==> config.mk <==
export PLATFORM = sky130hd
export DESIGN_NAME = hazard_forward_ctrl_flat
export DESIGN_NICKNAME = d
export VERILOG_FILES = /design/src/rtl/hazard_forward_ctrl_pkg.sv /design/src/rtl/hazard_forward_ctrl_if.sv /design/src/rtl/hazard_forward_ctrl_fwd_select.sv /design/src/rtl/hazard_forward_ctrl.sv /design/src/flat_wrapper.sv
export SDC_FILE = /design/constraint.sdc
export NUM_CORES = 1
export LEC_CHECK = 0
export CORE_UTILIZATION = 47
export DETAILED_ROUTE_END_ITERATION = 10
export PLACE_DENSITY = 0.71
export SYNTH_ARGS = -nofsm -noshare
export SYNTH_HDL_FRONTEND = slang
export SYNTH_SLANG_ARGS = --single-unit
==> constraint.sdc <==
create_clock -name clk -period 2.8 [get_ports clk]
set_clock_uncertainty 0.15 [all_clocks]
set_input_delay 0.56 -clock clk [delete_from_list [all_inputs] [get_ports clk]]
set_output_delay 0.56 -clock clk [all_outputs]
set_load 0.005 [all_outputs]
==> src/rtl/hazard_forward_ctrl_pkg.sv <==
// Shared types for the hazard/forwarding controller.
// Forward-select codes and shadow-stage bundles.
package hazard_pkg;

  localparam int REG_AW = 5;

  localparam logic [1:0] FWD_REG   = 2'b00;
  localparam logic [1:0] FWD_WB    = 2'b01;
  localparam logic [1:0] FWD_EXMEM = 2'b10;

  typedef logic [REG_AW-1:0] reg_idx_t;

  typedef struct packed {
    logic     valid;
    reg_idx_t rs1;
    reg_idx_t rs2;
    logic     use1;
    logic     use2;
    reg_idx_t rd;
    logic     rw;
    logic     mr;
  } s_ex_t;

  typedef struct packed {
    logic     valid;
    reg_idx_t rd;
    logic     rw;
    logic     mr;
  } s_mem_t;

  typedef struct packed {
    logic     valid;
    reg_idx_t rd;
    logic     rw;
  } s_wb_t;

endpackage

==> src/rtl/hazard_forward_ctrl_if.sv <==
// Pipeline <-> hazard controller bundle.
// Counter signals exist only with HAZARD_STATS_EN.
interface hazard_forward_ctrl_if #(
  parameter int REG_AW = 5,
  parameter int CNT_W  = 32
);

  logic              id_valid;
  logic [REG_AW-1:0] id_rs1;
  logic [REG_AW-1:0] id_rs2;
  logic              id_uses_rs1;
  logic              id_uses_rs2;
  logic [REG_AW-1:0] id_rd;
  logic              id_reg_write;
  logic              id_mem_read;
  logic              ex_branch_taken;
  logic              mem_busy;
  logic [1:0]        ForwardA;
  logic [1:0]        ForwardB;
  logic              pc_write;
  logic              if_id_write;
  logic              id_ex_bubble;
  logic              if_id_flush;
`ifdef HAZARD_STATS_EN
  logic [CNT_W-1:0]  stall_cycles;
  logic [CNT_W-1:0]  flush_count;

  modport master (
    output id_valid, id_rs1, id_rs2,
    output id_uses_rs1, id_uses_rs2,
    output id_rd, id_reg_write, id_mem_read,
    output ex_branch_taken, mem_busy,
    input  ForwardA, ForwardB,
    input  pc_write, if_id_write,
    input  id_ex_bubble, if_id_flush,
    input  stall_cycles, flush_count
  );

  modport slave (
    input  id_valid, id_rs1, id_rs2,
    input  id_uses_rs1, id_uses_rs2,
    input  id_rd, id_reg_write, id_mem_read,
    input  ex_branch_taken, mem_busy,
    output ForwardA, ForwardB,
    output pc_write, if_id_write,
    output id_ex_bubble, if_id_flush,
    output stall_cycles, flush_count
  );
`else
  modport master (
    output id_valid, id_rs1, id_rs2,
    output id_uses_rs1, id_uses_rs2,
    output id_rd, id_reg_write, id_mem_read,
    output ex_branch_taken, mem_busy,
    input  ForwardA, ForwardB,
    input  pc_write, if_id_write,
    input  id_ex_bubble, if_id_flush
  );

  modport slave (
    input  id_valid, id_rs1, id_rs2,
    input  id_uses_rs1, id_uses_rs2,
    input  id_rd, id_reg_write, id_mem_read,
    input  ex_branch_taken, mem_busy,
    output ForwardA, ForwardB,
    output pc_write, if_id_write,
    output id_ex_bubble, if_id_flush
  );
`endif

endinterface

==> src/rtl/hazard_forward_ctrl_fwd_select.sv <==
// One forwarding-mux select: compares an EX source
// against the EX/MEM and MEM/WB shadow stages.
module fwd_select
  import hazard_pkg::*;
(
  input  logic     ex_valid,
  input  reg_idx_t src,
  input  logic     use_src,
  input  s_mem_t   s_mem,
  input  s_wb_t    s_wb,
  output logic [1:0] sel
);

  logic hit_mem;
  logic hit_wb;

  assign hit_mem = s_mem.valid & s_mem.rw
                 & (s_mem.rd != '0)
                 & (s_mem.rd == src);
  assign hit_wb  = s_wb.valid & s_wb.rw
                 & (s_wb.rd != '0)
                 & (s_wb.rd == src);

  // younger producer wins; idle or non-reading slot reads the RF
  always_comb begin
    sel = FWD_REG;
    if (ex_valid && use_src) begin
      if (hit_mem)     sel = FWD_EXMEM;
      else if (hit_wb) sel = FWD_WB;
    end
  end

endmodule

==> src/rtl/hazard_forward_ctrl.sv <==
// Hazard/forwarding controller with shadow ID/EX..MEM/WB.
// Optional statistics counters: HAZARD_STATS_EN.
module hazard_forward_ctrl
  import hazard_pkg::s_ex_t;
  import hazard_pkg::s_mem_t;
  import hazard_pkg::s_wb_t;
#(
  parameter int REG_AW = 5,
  parameter int CNT_W  = 32
) (
  input  logic clk,
  input  logic rst_n,
  hazard_forward_ctrl_if.slave hz
);

  s_ex_t  s_ex;
  s_mem_t s_mem;
  s_wb_t  s_wb;

  logic [REG_AW-1:0] ex_rd;
  logic              load_use;
  logic              flush;
  logic              busy;

  assign ex_rd = s_ex.rd;
  assign busy  = hz.mem_busy;

  assign load_use = s_ex.valid & s_ex.mr
                  & (ex_rd != '0) & hz.id_valid
                  & ((hz.id_uses_rs1 & (hz.id_rs1 == ex_rd))
                   | (hz.id_uses_rs2 & (hz.id_rs2 == ex_rd)));

  assign flush = hz.ex_branch_taken & s_ex.valid;

  fwd_select u_fwd_a (
    .ex_valid (s_ex.valid),
    .src      (s_ex.rs1),
    .use_src  (s_ex.use1),
    .s_mem    (s_mem),
    .s_wb     (s_wb),
    .sel      (hz.ForwardA)
  );

  fwd_select u_fwd_b (
    .ex_valid (s_ex.valid),
    .src      (s_ex.rs2),
    .use_src  (s_ex.use2),
    .s_mem    (s_mem),
    .s_wb     (s_wb),
    .sel      (hz.ForwardB)
  );

  // busy freezes all; a flush squashes any stalled instruction
  always_comb begin
    hz.pc_write     = 1'b1;
    hz.if_id_write  = 1'b1;
    hz.id_ex_bubble = 1'b0;
    hz.if_id_flush  = 1'b0;
    unique case (1'b1)
      busy: begin
        hz.pc_write    = 1'b0;
        hz.if_id_write = 1'b0;
      end
      !busy && flush: begin
        hz.if_id_flush  = 1'b1;
        hz.id_ex_bubble = 1'b1;
      end
      !busy && !flush && load_use: begin
        hz.pc_write     = 1'b0;
        hz.if_id_write  = 1'b0;
        hz.id_ex_bubble = 1'b1;
      end
      default: ;
    endcase
  end

  // shadow pipeline advances with the real pipeline registers
  always_ff @(posedge clk or negedge rst_n) begin
    if (!rst_n) begin
      s_ex  <= '0;
      s_mem <= '0;
      s_wb  <= '0;
    end else if (!busy) begin
      s_wb.valid <= s_mem.valid;
      s_wb.rd    <= s_mem.rd;
      s_wb.rw    <= s_mem.rw;
      s_mem.valid <= s_ex.valid;
      s_mem.rd    <= s_ex.rd;
      s_mem.rw    <= s_ex.rw;
      s_mem.mr    <= s_ex.mr;
      s_ex.valid <= hz.id_valid & ~hz.id_ex_bubble;
      s_ex.rs1   <= hz.id_rs1;
      s_ex.rs2   <= hz.id_rs2;
      s_ex.use1  <= hz.id_uses_rs1;
      s_ex.use2  <= hz.id_uses_rs2;
      s_ex.rd    <= hz.id_rd;
      s_ex.rw    <= hz.id_reg_write;
      s_ex.mr    <= hz.id_mem_read;
    end
  end

`ifdef HAZARD_STATS_EN
  logic stall_apply;

  assign stall_apply = load_use & ~flush & ~busy;

  // free-running event counters, wrap naturally
  always_ff @(posedge clk or negedge rst_n) begin
    if (!rst_n) begin
      hz.stall_cycles <= '0;
      hz.flush_count  <= '0;
    end else begin
      if (stall_apply)
        hz.stall_cycles <= hz.stall_cycles + 1'b1;
      if (hz.if_id_flush)
        hz.flush_count <= hz.flush_count + 1'b1;
    end
  end
`endif

endmodule

==> src/flat_wrapper.sv <==
// flat-port wrapper written by rule: the top's interface ports become plain ports
module hazard_forward_ctrl_flat import hazard_pkg::s_ex_t; import hazard_pkg::s_mem_t; import hazard_pkg::s_wb_t;
#(
  parameter int REG_AW = 5,
  parameter int CNT_W  = 32
)
  (clk, rst_n, hz_id_valid, hz_id_rs1, hz_id_rs2, hz_id_uses_rs1, hz_id_uses_rs2, hz_id_rd, hz_id_reg_write, hz_id_mem_read, hz_ex_branch_taken, hz_mem_busy, hz_ForwardA, hz_ForwardB, hz_pc_write, hz_if_id_write, hz_id_ex_bubble, hz_if_id_flush);
  hazard_forward_ctrl_if #(.REG_AW(REG_AW), .CNT_W(CNT_W)) hz_i ();
  input  logic clk;
  input  logic rst_n;
  input wire logic [$bits(hz_i.id_valid)-1:0] hz_id_valid;
  input wire logic [$bits(hz_i.id_rs1)-1:0] hz_id_rs1;
  input wire logic [$bits(hz_i.id_rs2)-1:0] hz_id_rs2;
  input wire logic [$bits(hz_i.id_uses_rs1)-1:0] hz_id_uses_rs1;
  input wire logic [$bits(hz_i.id_uses_rs2)-1:0] hz_id_uses_rs2;
  input wire logic [$bits(hz_i.id_rd)-1:0] hz_id_rd;
  input wire logic [$bits(hz_i.id_reg_write)-1:0] hz_id_reg_write;
  input wire logic [$bits(hz_i.id_mem_read)-1:0] hz_id_mem_read;
  input wire logic [$bits(hz_i.ex_branch_taken)-1:0] hz_ex_branch_taken;
  input wire logic [$bits(hz_i.mem_busy)-1:0] hz_mem_busy;
  output wire logic [$bits(hz_i.ForwardA)-1:0] hz_ForwardA;
  output wire logic [$bits(hz_i.ForwardB)-1:0] hz_ForwardB;
  output wire logic [$bits(hz_i.pc_write)-1:0] hz_pc_write;
  output wire logic [$bits(hz_i.if_id_write)-1:0] hz_if_id_write;
  output wire logic [$bits(hz_i.id_ex_bubble)-1:0] hz_id_ex_bubble;
  output wire logic [$bits(hz_i.if_id_flush)-1:0] hz_if_id_flush;
  assign hz_i.id_valid = hz_id_valid;
  assign hz_i.id_rs1 = hz_id_rs1;
  assign hz_i.id_rs2 = hz_id_rs2;
  assign hz_i.id_uses_rs1 = hz_id_uses_rs1;
  assign hz_i.id_uses_rs2 = hz_id_uses_rs2;
  assign hz_i.id_rd = hz_id_rd;
  assign hz_i.id_reg_write = hz_id_reg_write;
  assign hz_i.id_mem_read = hz_id_mem_read;
  assign hz_i.ex_branch_taken = hz_ex_branch_taken;
  assign hz_i.mem_busy = hz_mem_busy;
  assign hz_ForwardA = hz_i.ForwardA;
  assign hz_ForwardB = hz_i.ForwardB;
  assign hz_pc_write = hz_i.pc_write;
  assign hz_if_id_write = hz_i.if_id_write;
  assign hz_id_ex_bubble = hz_i.id_ex_bubble;
  assign hz_if_id_flush = hz_i.if_id_flush;
  hazard_forward_ctrl #(.REG_AW(REG_AW), .CNT_W(CNT_W)) u_core (.clk(clk), .rst_n(rst_n), .hz(hz_i));
endmodule
==> results_dict.tcl <==
set metrics [dict create \
    cts_buffers 5 \
    fin_nets 203 \
    sw_frac_of_total_pct 30.4 \
    post-place-cells 215 \
    cp-start-kind "flop" \
    finalCritPeriodShare_pct 104 \
    power.switching_uw 370 \
    fp.dieH_um 62.5 \
    drcViolationCount 0 \
    overflow 0 \
    clock_path_buffers 2 \
    mostFrequentLayoutCell "dfrtp_1" \
    required_ps 2090 \
    hp-class "reg -> reg" \
    total_leakage_power_uw 0.000965 \
    cp_slowest_stage_delay_ps 560 \
    grt_max_degree 35 \
    gp_congestion 0.911 \
    critPathTopFamily "simple AND/OR/NAND/NOR gates" \
    ir_worst_vdd_mv 0.341 \
    rsz0062_at_grt "yes" \
    pwr-share-seq_pct 52.6 \
    failed_checks "negative setup slack" \
    cts_root_buf "clkbuf_4" \
    antenna_found_initial 0 \
    routedWlPerCell_um 16.7 \
    die-area_um2 3910 \
    worstPathCellList "or4_4, o211ai_4, nor4_4, and3_1, clkdlybuf4s50_1" \
    synth_cell_types 25 \
    cts_hold_buffers 0 \
    io_pins 32 \
    slowest_stage "or4_4" \
    rows 21 \
    htree_levels 2 \
    clkTransAtPathRegs_ps 100 \
    grtUsageTotal_pct 21.4 \
    drive_above_1_share_pct 32.8 \
    worstSetupEndpointType "primary output" \
    ant_nets 0 \
    finalCriticalPeriod_ps 2910 \
    seq_area_frac_synth_pct 49.4 \
    clock_sinks 34 \
    cts_tree "yes" \
    finalMaxSlewViolations 0 \
    finalSetupTns_ps -110 \
    fin_cells 226 \
    syn-num-nets 160 \
    die_w_um 62.5 \
    syn_area_per_cell_um2 12.7 \
    grt_pass1_vias 1263 \
    relSlewSlack_pct 71.6 \
    hold_violations 0 \
    syn_to_final_growth_pct 31.4 \
    antenna_cells 0 \
    totalWireLength_mm 3.77 \
    drt-initial-drc-count 32 \
    grt_pass1_wl_mm 6.41 \
    critPathMaxFanout 2 \
    yosys_warnings 0 \
    drv_cap 0 \
    timing.fmax_mhz 344 \
    hpwl_mm 2.80 \
    ys_ff_latch 34 \
    setup_viol 1 \
    crit_buf_inv 1 \
    dr.pass1.iters 4 \
    synthCells 136 \
    design.core.area_um2 3420 \
    num_vias 1204 \
    holdWs_ps 365 \
    worstSetupPathType "reg -> out" \
    initial_utilization_pct 50.4 \
    status "finished, violations left" \
    powerDensity_nw_per_um2 538 \
    worst_pin_slew_ps 427 \
    clockPowerShare_pct 23.2 \
    final_cell_mix "dfrtp_1, mux2_2, clkdlybuf4s50_1" \
    avgViaCountPerCell 5.33 \
    fin_ws_ps -110 \
    comb_power_share_pct 24.2 \
    clock_latency_ps 330 \
    worstPathArrival_ps 2200 \
    syn-cell-area_um2 1720 \
    p_int_uw 848 \
    portBuffers 31 \
]
path summary, 6_finish.rpt:
path	from	endpoint	slack, ps	depth (start not counted)
min reg2reg	u_core.s_ex[1]	u_core.s_mem[1]	360	1
max reg2reg	u_core.ex_rd[1]	u_core.s_ex[19]	1380	4
min	u_core.s_ex[1]	u_core.s_mem[1]	360	1
min in group asynchronous	rst_n	u_core.s_wb[5]	470	2
max	u_core.s_mem[3]	hz_ForwardA[1]	-110	5
max in group asynchronous	rst_n	u_core.s_mem[2]	1710	2
final cells by class:
type | instances | area (um^2)
fillers | 285 | 1150
multi-input cells | 96 | 917
flip-flops and latches | 34 | 852
repair buffers | 41 | 373
well taps | 46 | 57.6
clock buffers | 7 | 55.1
clock inverters | 1 | 5.00
inverters | 1 | 3.75
registers in the layout (all words and copies together) (netlist names):
signal and count:
u_core.s_mem 7, u_core.s_ex 15, u_core.s_wb 7, u_core.ex_rd 5
Yosys cell counts:
| master | number | area (um^2) |
|---|---|---|
| nand2_1 | 4 | 15.0 |
| nor3_1 | 1 | 5.00 |
| dfrtp_1 | 34 | 851 |
| nor3_2 | 2 | 20.0 |
| nand4_1 | 4 | 25.0 |
| buf_2 | 3 | 15.0 |
| mux2_1 | 5 | 56.3 |
| nor2_1 | 2 | 7.51 |
| a31oi_1 | 2 | 12.5 |
| buf_4 | 1 | 7.51 |
| o211ai_1 | 1 | 7.51 |
| o22ai_1 | 1 | 6.26 |
| clkbuf_1 | 1 | 3.75 |
| xnor2_1 | 18 | 158 |
| and3_1 | 3 | 18.8 |
| or4_1 | 2 | 15.0 |
| inv_1 | 1 | 3.75 |
| mux2_2 | 28 | 315 |
| o211ai_2 | 1 | 12.5 |
| a21o_1 | 2 | 15.0 |
| a211oi_1 | 1 | 7.51 |
| nand3_1 | 2 | 10.0 |
| xor2_1 | 12 | 105 |
| o21ai_0 | 1 | 5.00 |
| nor4_1 | 4 | 25.0 |
stage by stage:
stage          utilization [%]  setup slack [ps]  cell area (um^2)  power, uW
3_5_place_dp              62.0              -131              2120        909
2_1_floorplan                -               724              1720        791
3_3_place_gp              62.0             -93.9              2120        897
5_1_grt                   66.3              -202              2260       1290
6_report                  66.3              -110              2260       1220
4_1_cts                   64.7              -178              2210       1200
worst register-to-register path, cell delays in order (launching register included):
cell      delay, ps
dfrtp_1         500
nor3_1          100
a211oi_1        300
buf_4           180
a31oi_1          80
power groups by stage:
stage	Combinational, uW	Clock [uW]	Sequential [uW]
2_1_floorplan	168	0	623
3_5_place_dp	265	0	644
4_1_cts	273	289	638
6_report	295	283	640
5_1_grt	321	314	650
3_3_place_gp	256	0	641
timing repair:
action	in CTS	in global routing
setup endpoints to repair	7	5
buffers inserted	0	3
gates resized for setup	18	12
pin swaps	7	3
endpoints found under the hold margin	0	0
cell families after synthesis:
kind of cell	after synthesis	synth area share (%)
AND/OR/NAND/NOR	24	8.21
XOR/XNOR	30	15.3
buffers and inverters	6	1.74
multiplexers	33	21.6
flip-flops	34	49.4
AO/OA/AOI/OAI	9	3.85
routing by layer:
metal	track usage [%]	up-vias	routed length [um]
met3	4.93	2	121
met1	28.9	608	1730
met5	0	-	0
li1	-	573	-
met4	4.36	0	17
met2	35.2	21	1900
Note: power is estimated with default switching activity, not from simulation.
